<file path="src/rtl/instr_mem_loader.sv">
// instr_mem_loader
//   Packs decoded ADDI / BNE command fields into RV32I instruction words and
//   writes them sequentially into instruction memory from a programmable
//   base address. Used to preload test programs before the core leaves reset.
//
// Ports
//   clk        system clock, rising edge
//   rst_n      asynchronous active-low reset
//   start      one-cycle pulse that begins a load (honoured only in IDLE)
//   base_addr  byte address of the first word, bits [1:0] forced to 0
//   prog_len   number of instructions to load (0 = finish immediately)
//   cmd_valid  command fields valid
//   cmd_ready  loader can accept a command
//   cmd_op     0 = ADDI, 1 = BNE
//   cmd_rd     destination register (ADDI)
//   cmd_rs1    source register 1
//   cmd_rs2    source register 2 (BNE)
//   cmd_imm    ADDI imm[11:0] / BNE offset bits [12:1]
//   wr_en      instruction memory write strobe
//   wr_addr    byte address of the word being written
//   wr_data    encoded instruction word
//   busy       high in every state except IDLE
//   done       one-cycle pulse at load completion
//
// State table
//   state  | meaning
//   IDLE   | waiting for start
//   ACCEPT | cmd_ready high, waiting for a command handshake
//   WRITE  | one-cycle write of the encoded word, then advance address/count
//   FIN    | done pulse, then back to IDLE

module instr_mem_loader #(
    parameter int ADDR_WIDTH = 8,
    parameter int LEN_WIDTH  = 6
) (
    input  logic                  clk,
    input  logic                  rst_n,
    input  logic                  start,
    input  logic [ADDR_WIDTH-1:0] base_addr,
    input  logic [LEN_WIDTH-1:0]  prog_len,
    input  logic                  cmd_valid,
    output logic                  cmd_ready,
    input  logic                  cmd_op,
    input  logic [4:0]            cmd_rd,
    input  logic [4:0]            cmd_rs1,
    input  logic [4:0]            cmd_rs2,
    input  logic [11:0]           cmd_imm,
    output logic                  wr_en,
    output logic [ADDR_WIDTH-1:0] wr_addr,
    output logic [31:0]           wr_data,
    output logic                  busy,
    output logic                  done
);

    typedef enum logic [1:0] {
        IDLE   = 2'd0,
        ACCEPT = 2'd1,
        WRITE  = 2'd2,
        FIN    = 2'd3
    } state_t;

    state_t                state;
    logic [ADDR_WIDTH-1:0] addr_q;
    logic [LEN_WIDTH-1:0]  len_q;
    logic [LEN_WIDTH-1:0]  cnt;
    logic [LEN_WIDTH-1:0]  cnt_inc;
    logic [31:0]           enc_word;

    // cmd_imm carries offset[12:1] for BNE, so B-type bit positions shift
    // down by one relative to the usual imm[12|10:5|4:1|11] notation.
    always_comb begin
        enc_word = 32'd0;
        if (cmd_op) begin
            enc_word = {cmd_imm[11], cmd_imm[9:4], cmd_rs2, cmd_rs1, 3'b001,
                        cmd_imm[3:0], cmd_imm[10], 7'b1100011};
        end else begin
            enc_word = {cmd_imm, cmd_rs1, 3'b000, cmd_rd, 7'b0010011};
        end
    end

    assign cnt_inc = cnt + LEN_WIDTH'(1);

    always_ff @(posedge clk or negedge rst_n) begin
        if (!rst_n) begin
            state     <= IDLE;
            addr_q    <= '0;
            len_q     <= '0;
            cnt       <= '0;
            cmd_ready <= 1'b0;
            wr_en     <= 1'b0;
            wr_addr   <= '0;
            wr_data   <= '0;
            busy      <= 1'b0;
            done      <= 1'b0;
        end else begin
            case (state)
                IDLE: begin
                    if (start) begin
                        addr_q <= {base_addr[ADDR_WIDTH-1:2], 2'b00};
                        len_q  <= prog_len;
                        cnt    <= '0;
                        busy   <= 1'b1;
                        if (prog_len == '0) begin
                            state <= FIN;
                            done  <= 1'b1;
                        end else begin
                            state     <= ACCEPT;
                            cmd_ready <= 1'b1;
                        end
                    end
                end
                ACCEPT: begin
                    if (cmd_valid && cmd_ready) begin
                        wr_data   <= enc_word;
                        wr_addr   <= addr_q;
                        wr_en     <= 1'b1;
                        cmd_ready <= 1'b0;
                        state     <= WRITE;
                    end
                end
                WRITE: begin
                    wr_en  <= 1'b0;
                    // Wraps naturally modulo 2^ADDR_WIDTH.
                    addr_q <= addr_q + ADDR_WIDTH'(4);
                    cnt    <= cnt_inc;
                    if (cnt_inc == len_q) begin
                        state <= FIN;
                        done  <= 1'b1;
                    end else begin
                        state     <= ACCEPT;
                        cmd_ready <= 1'b1;
                    end
                end
                FIN: begin
                    done  <= 1'b0;
                    busy  <= 1'b0;
                    state <= IDLE;
                end
                default: begin
                    state     <= IDLE;
                    cmd_ready <= 1'b0;
                    wr_en     <= 1'b0;
                    busy      <= 1'b0;
                    done      <= 1'b0;
                end
            endcase
        end
    end

endmodule

</file>
<file path="config.mk">
export PLATFORM = sky130hd
export DESIGN_NAME = instr_mem_loader
export DESIGN_NICKNAME = d
export VERILOG_FILES = /design/src/rtl/instr_mem_loader.sv
export SDC_FILE = /design/constraint.sdc
export NUM_CORES = 1
export LEC_CHECK = 0
export ABC_AREA = 1
export CORE_MARGIN = 3
export CORE_UTILIZATION = 41
export CTS_CLUSTER_DIAMETER = 120
export DETAILED_ROUTE_END_ITERATION = 8
export PLACE_DENSITY = 0.76
export SLEW_MARGIN = 20
export SYNTH_ARGS = -nofsm -noshare
export SYNTH_HDL_FRONTEND = slang
export SYNTH_SLANG_ARGS = --single-unit
export TNS_END_PERCENT = 100
</file>
<file path="constraint.sdc">
create_clock -name clk -period 1.5 [get_ports clk]
set_clock_uncertainty 0.05 [all_clocks]
set_input_delay 0.45 -clock clk [delete_from_list [all_inputs] [get_ports clk]]
set_output_delay 0.45 -clock clk [all_outputs]
set_load 0.02 [all_outputs]
</file>
==> results of run 1 <==
## cells in the final DEF, fill, tap and decap left out, types with 6 or more instances in the layout
cell type,instances
sky130_fd_sc_hd__buf_4,27
sky130_fd_sc_hd__dfrtp_1,54
sky130_fd_sc_hd__conb_1,6
sky130_fd_sc_hd__o21ai_0,20
sky130_fd_sc_hd__clkdlybuf4s50_1,41
sky130_fd_sc_hd__buf_2,30
sky130_fd_sc_hd__nand2_2,9
sky130_fd_sc_hd__buf_6,7
sky130_fd_sc_hd__nand2_1,91
sky130_fd_sc_hd__inv_2,8
sky130_fd_sc_hd__nor2_1,15
sky130_fd_sc_hd__nand3_1,22
sky130_fd_sc_hd__a21oi_1,6
sky130_fd_sc_hd__inv_1,33
sky130_fd_sc_hd__clkdlybuf4s15_2,6
## report_power, final
part	internal [W]	switching [W]
sequential	0.00211	0.000399
clock	0.000337	0.000508
combinational	0.00158	0.00214
total	0.00403	0.00304
## state kept, by name, indices dropped and copies added (netlist names)
signal and count:
state 2, addr_q 6, busy 1, wr_en 1, cmd_ready 1, wr_data 25
len_q 6, wr_addr 6, done 1, cnt 6
## how the worst max path moves through the flow
| stage | endpoint | slack, ns |
|---|---|---|
| finish | cmd_ready | -0.12 |
| global route | cmd_ready | -0.23 |
| CTS | done | -0.08 |
| detailed placement | wr_data[9] | -0.41 |
| global placement | wr_data[21] | -0.37 |
| floorplan | done | 0.01 |
## critical path, stage by stage, from the launching register on
cell	delay, ns
sky130_fd_sc_hd__dfrtp_1	0.43
sky130_fd_sc_hd__ha_4	0.29
sky130_fd_sc_hd__inv_2	0.04
sky130_fd_sc_hd__nand2_1	0.04
sky130_fd_sc_hd__nand2_1	0.06
sky130_fd_sc_hd__nor2_2	0.11
sky130_fd_sc_hd__nand3_1	0.10
sky130_fd_sc_hd__nor2_2	0.14
sky130_fd_sc_hd__nand3_2	0.12
sky130_fd_sc_hd__nand2_1	0.09
sky130_fd_sc_hd__nand2_1	0.04
sky130_fd_sc_hd__nand2_1	0.05
## cells by family after synthesis
logic type      Yosys count  synth area share (%)
flops                    55                 50.32
xor+xnor                  1                0.3203
fa+ha+maj                 2                0.9148
compound gates           52                 13.72
simple gates            156                 24.15
buf+inv                  62                 10.43
other cells               1                0.1371
## repair_timing
action / 4_1_cts / 5_1_grt
pin swaps: 7 / 11
setup buffers: 2 / 6
cloned: 0 / 2
endpoints found under the setup margin: 56 / 52
resized for setup: 128 / 56
## cell type report
cell class / count / area share [%]
Tap cell: 77 / 2.449
Clock buffer: 6 / 1.845
Sequential cell: 55 / 35.02
Multi-Input combinational cell: 217 / 30.28
Timing Repair Buffer: 120 / 25.89
Inverter: 42 / 4.071
Clock inverter: 2 / 0.4453
## synthesized netlist by cell type (4+ instances only)
master / instances
sky130_fd_sc_hd__o22ai_1: 4
sky130_fd_sc_hd__a21oi_1: 6
sky130_fd_sc_hd__inv_1: 37
sky130_fd_sc_hd__nor2_1: 18
sky130_fd_sc_hd__dfrtp_1: 55
sky130_fd_sc_hd__nand2_1: 100
sky130_fd_sc_hd__o221ai_2: 4
sky130_fd_sc_hd__nand4_1: 4
sky130_fd_sc_hd__o211ai_2: 5
sky130_fd_sc_hd__inv_2: 5
sky130_fd_sc_hd__nand3_1: 26
sky130_fd_sc_hd__o211ai_1: 5
sky130_fd_sc_hd__o21ai_0: 20
sky130_fd_sc_hd__buf_2: 9
sky130_fd_sc_hd__buf_4: 9
## routing by layer
| layer | share of wire, % | track usage, % | up-vias |
|---|---|---|---|
| met5 | 0 | 0 | - |
| met4 | 2.0 | 6.555 | 0 |
| met3 | 4.8 | 4.045 | 13 |
| met2 | 51 | 29.73 | 73 |
| met1 | 42 | 24.45 | 1216 |
| li1 | - | - | 1277 |
## through the flow
step                      power (W)  hold slack [ns]  cells
after detailed placement   0.006224           0.4095    501
after CTS                  0.007055          0.06724    511
final                      0.007077          0.04966    519
after global routing       0.007588          0.06926    519
after global placement     0.006113           0.4052    501
after floorplan            0.004569           0.1044    334
==> run summary, run 1 <==
================================================================================
Post-synth design cell area                                           2735 sq um
Clk slew on worst S/H paths                                              0.11 ns
Maxcap violations                                                              0
Area growth from synthesis to layout                                      43.82%
Post-CTS Hold Fix Bufs                                                         0
Post-DR wirelength/cell                                             14.22 microns
Antenna Cells                                                                  0
Status                                                              complete, but fails checks
Wire length of the first global-routing pass                        11230 microns
Post-route ant nets                                                            0
Post-detailed-placement cell area                                     3771 sq um
Later-pin clock latency in the skew report                               0.31 ns
Final RePlAce weighted congestion                                         0.8692
Ratio of total power to cell area                                   1799 nW/um^2
Net count of the finished layout                                             489
Die width                                                           87.68 microns
Number of vias after detailed routing                                       2579
Setup TNS                                                             -0.3057 ns
Data required time of the critical path                                  1.71 ns
Die height                                                          87.68 microns
Via-per-instance ratio                                                     4.969
Violations in the final reports                                     setup timing
Routed WL                                                           7382 microns
Avg Synthesized Cell Area                                            8.313 sq um
Setup slack after layout                                              -0.1160 ns
Total area of multi-input combinational cells                         1191 sq um
Number of I/O pins                                                            90
Total overflow reported by the global router                                   0
Leading area contributor after synthesis                            sky130_fd_sc_hd__dfrtp_1
Row Count                                                                     29
Async set or reset register ratio after synthesis                         100.0%
# port buffers                                                                81
Register-to-register setup slack                                        -0.12 ns
Sequential area share after synthesis                                     50.32%
Number of distinct library cells after synthesis                              32
Area of all sequential standard cells                                 1378 sq um
Worst setup timing slack at the placement stage                       -0.4108 ns
Cell types with the largest area share after synthesis              sky130_fd_sc_hd__dfrtp_1, sky130_fd_sc_hd__nand2_1, sky130_fd_sc_hd__inv_1
Count of pins over their slew limit                                            0
Root buffer selected by CTS                                         sky130_fd_sc_hd__clkbuf_8
Iter 0 DRT Violations                                                        171
Critical path capture point type                                        register
Post-synthesis register bit count                                             55
Final Cell Area                                                       3934 sq um
Yosys warnings                                                                 0
Clk sink count                                                                55
Maximum level of the CTS H-tree                                                2
Number of cells on the worst reg-to-reg path                                  11
Classification of the worst setup path                                   reg2reg
Commonest register cell after synthesis                             sky130_fd_sc_hd__dfrtp_1
Total Die Area                                                        7687 sq um
Final Setup Violations                                                         3
Antenna violations before repair                                               0
Fraction of final layout cells with drive strength greater than 1         29.64%
Critical path startpoint                                                  cnt[1]
Maximum count of clock buffers along a single path                             2
Synthesized netlist cell count                                               329
Worst ir drop on vdd                                                 0.0008067 V
Clock tree from TritonCTS                                                   done
RSZ-0062 raised after global routing                                        true
Number of buffers created by CTS                                               5
Effective utilization at floorplan                                        42.59%
Minimum clock period after layout                                       1.616 ns
Static Leakage                                                          1.965 nW
Pin count of the biggest net entering global routing                          56
First drt pass iteration count                                                 4
Maximum fanout along the worst path                                            3
Number of failing hold endpoints at the final stage                            0
Capture instance of the worst register-to-register path                cmd_ready
Filler instances                                                             560
Overall track demand over capacity in global routing                      18.43%
Vias in the first global route                                              2415
Share of the clock period used by the worst path after layout             107.7%
Core footprint                                                        6422 sq um
Tightest Hold Check Type                                                in2async
Achievable clock frequency                                             618.8 MHz
Residual DRC count                                                             0
Number of enable-type register cells in the synthesized netlist                0
Final design utilization                                                  61.25%
FF-to-FF Start                                                            cnt[1]
Startpoint kind of the worst setup timing path                          register
Yosys top cell area share                                                 50.32%
Detailed-placement wirelength estimate                              5122 microns
Arrival time at the worst endpoint                                       1.82 ns
================================================================================
No activity file was read; power rests on OpenSTA's default activity.
==> run 2: changes to the inputs <==
CORE_UTILIZATION = 46   (was 41)
PLACE_DENSITY = 0.8   (was 0.76)
clock period = 1.6 ns   (was 1.5 ns; I/O delays follow)
==> run 2 against run 1 <==
Net effect:
- the flow still finishes with violations (setup timing)
- die area is 10% lower
- sequential power is 7% lower
- register-to-register slack better by 0.08 ns
- critical path depth is 1 lower
- clock power is 8.2% lower
- power is 8.9% lower
- cell area is 1.5% lower
- largest cell class unchanged
==> run summary, run 2 (same netlist as run 1, synthesis figures left out) <==
================================================================================
Status                                                              complete, but fails checks   unchanged
Violations in the final reports                                     setup timing   unchanged
Maxcap violations                                                              0   unchanged
Net count of the finished layout                                             477   was 489
Clock tree from TritonCTS                                                   done   unchanged
Die width                                                           83.11 microns   was 87.68 microns
Fraction of final layout cells with drive strength greater than 1         16.98%   was 29.64%
First drt pass iteration count                                                 4   unchanged
Post-route ant nets                                                            0   unchanged
Detailed-placement wirelength estimate                              5116 microns   was 5122 microns
Clk slew on worst S/H paths                                              0.10 ns   was 0.11 ns
Minimum clock period after layout                                       1.640 ns   was 1.616 ns
Number of buffers created by CTS                                               5   unchanged
Wire length of the first global-routing pass                        11410 microns   was 11230 microns
Maximum fanout along the worst path                                            4   was 3
# port buffers                                                                81   unchanged
Number of vias after detailed routing                                       2530   was 2579
Row Count                                                                     27   was 29
Biggest register                                                         wr_data   unchanged
Number of flip-flops under the largest register name                          25   unchanged
Post-route worst hold slack                                           0.09001 ns   was 0.04966 ns
Number of failing hold endpoints at the final stage                            0   unchanged
Count of pins over their slew limit                                            0   unchanged
Antenna violations before repair                                               0   unchanged
Via-per-instance ratio                                                     5.040   was 4.969
Layer with the highest usage                                                met2   unchanged
Pin count of the biggest net entering global routing                          56   unchanged
Overall track demand over capacity in global routing                      19.93%   was 18.43%
Final Setup Violations                                                         1   was 3
Residual DRC count                                                             0   unchanged
Ratio of total power to cell area                                   1664 nW/um^2   was 1799 nW/um^2
Worst setup timing slack at the placement stage                       -0.3506 ns   was -0.4108 ns
Worst-path cell chain                                               buf_4, nand2_1, nor2_4, nand2_1, nand3_2, nand3_1, nor2_1, nand3_2, nand3_1, nand2_1   was ha_4, inv_2, nand2_1, nand2_1, nor2_2, nand3_1, nor2_2, nand3_2, nand2_1, nand2_1, nand2_1
Startpoint kind of the worst setup timing path                          register   unchanged
Data required time of the critical path                                  1.76 ns   was 1.71 ns
Total overflow reported by the global router                                   0   unchanged
Vias in the first global route                                              2417   was 2415
RSZ-0062 raised after global routing                                        true   unchanged
Final design utilization                                                  68.68%   was 61.25%
Effective utilization at floorplan                                        48.48%   was 42.59%
Classification of the worst setup path                                   reg2reg   unchanged
Maximum level of the CTS H-tree                                                2   unchanged
Clk sink count                                                                55   unchanged
Antenna Cells                                                                  0   unchanged
Tightest Hold Check Type                                                in2async   unchanged
Arrival time at the worst endpoint                                       1.80 ns   was 1.82 ns
Final RePlAce weighted congestion                                         0.8740   was 0.8692
Core footprint                                                        5642 sq um   was 6422 sq um
Leading cell type in the layout, fill and taps excluded             sky130_fd_sc_hd__nand2_1   unchanged
Worst ir drop on vdd                                                 0.0007258 V   was 0.0008067 V
Setup slack after layout                                             -0.04034 ns   was -0.1160 ns
Iter 0 DRT Violations                                                        104   was 171
Grt met3 use                                                              3.472%   was 4.045%
Share of the clock period used by the worst path after layout             102.5%   was 107.7%
Area growth from synthesis to layout                                      41.67%   was 43.82%
Die height                                                          83.11 microns   was 87.68 microns
Total Die Area                                                        6907 sq um   was 7687 sq um
Root buffer selected by CTS                                         sky130_fd_sc_hd__clkbuf_8   unchanged
Maximum count of clock buffers along a single path                             2   unchanged
Highest-count cells in the layout ignoring fill and taps            sky130_fd_sc_hd__nand2_1, sky130_fd_sc_hd__dfrtp_1, sky130_fd_sc_hd__clkdlybuf4s50_1, sky130_fd_sc_hd__inv_1, sky130_fd_sc_hd__dlygate4sd2_1   was sky130_fd_sc_hd__nand2_1, sky130_fd_sc_hd__dfrtp_1, sky130_fd_sc_hd__clkdlybuf4s50_1, sky130_fd_sc_hd__inv_1, sky130_fd_sc_hd__buf_2
Most common cell type on the critical path                          sky130_fd_sc_hd__nand2_1   unchanged
Routed WL                                                           6884 microns   was 7382 microns
Achievable clock frequency                                             609.6 MHz   was 618.8 MHz
Static Leakage                                                          1.928 nW   was 1.965 nW
Met1 usage in global routing                                              24.60%   was 24.45%
Critical path capture point type                                        register   unchanged
Worst path max stage delay                                               0.41 ns   was 0.43 ns
Later-pin clock latency in the skew report                               0.31 ns   about the same
Met2 track demand over resource in global routing                         35.35%   was 29.73%
Number of I/O pins                                                            90   unchanged
Critical-path top delay cell                                        sky130_fd_sc_hd__dfrtp_1   unchanged
Post-layout power                                                     0.006450 W   was 0.007077 W
Post-DR wirelength/cell                                             13.71 microns   was 14.22 microns
================================================================================
-- run 2: cell types whose count changed in the layout (fill, tap and decap cells not counted), moves of 4 or more --
cell | before | now
sky130_fd_sc_hd__buf_2 | 30 | 1
sky130_fd_sc_hd__dlygate4sd2_1 | 1 | 27
sky130_fd_sc_hd__clkdlybuf4s15_1 | 0 | 8
sky130_fd_sc_hd__buf_6 | 7 | 1
sky130_fd_sc_hd__clkdlybuf4s15_2 | 6 | 1
sky130_fd_sc_hd__nand2_1 | 91 | 96
sky130_fd_sc_hd__buf_4 | 27 | 23
sky130_fd_sc_hd__nand2_2 | 9 | 5
-- run 2: power by group --
group          internal, W  switching (W)
Clock             0.000306       0.000469
Combinational      0.00140        0.00193
Sequential         0.00198       0.000359
-- run 2: path summary, 6_finish.rpt --
kind / start / to / slack [ns] / cells past startpoint
worst min-delay path: rst_n / wr_data[7] / 0.09 / 2
min in group clk: wr_data[31] / wr_data[31] / 0.42 / 2
worst max register to register: cnt[1] / cmd_ready / -0.04 / 10
worst max-delay path: cnt[1] / cmd_ready / -0.04 / 10
max in group asynchronous: rst_n / len_q[2] / 1.15 / 2
worst min register to register: wr_data[31] / wr_data[31] / 0.42 / 2
-- run 2: worst max-delay path: cells and delay by family, from the launching register on --
kind | cells | cell delay (ns)
simple gates | 9 | 0.93
buf+inv | 1 | 0.15
flops | 1 | 0.41
-- run 2: layout make-up --
class	instances	area, sq um
Clock inverter	3	20.02
Timing Repair Buffer	108	1010
Tap cell	72	90.09
Clock buffer	5	68.82
Fill cell	461	1767
Multi-Input combinational cell	217	1152
Inverter	42	157.7
Sequential cell	55	1376
-- run 2: repair_timing --
item	4_1_cts	5_1_grt
pin swaps	1	13
resized for setup	43	27
endpoints found under the hold margin	0	0
setup endpoints to repair	47	25
hold buffers	0	0
buffers inserted	0	4
-- run 2: per-layer routing --
metal	vias up	share of wire, %
met2	76	51
met1	1185	42
li1	1256	-
met3	13	4.6
met5	-	0
met4	0	2.2
-- run 2: metrics by stage --
stage | setup TNS, ns | cell area (sq um) | instances
after floorplan | 0 | 2754 | 334
after global placement | -7.175 | 3732 | 490
after detailed placement | -8.455 | 3732 | 490
after CTS | 0 | 3781 | 498
after global routing | -0.4549 | 3875 | 502
final | -0.04034 | 3875 | 502
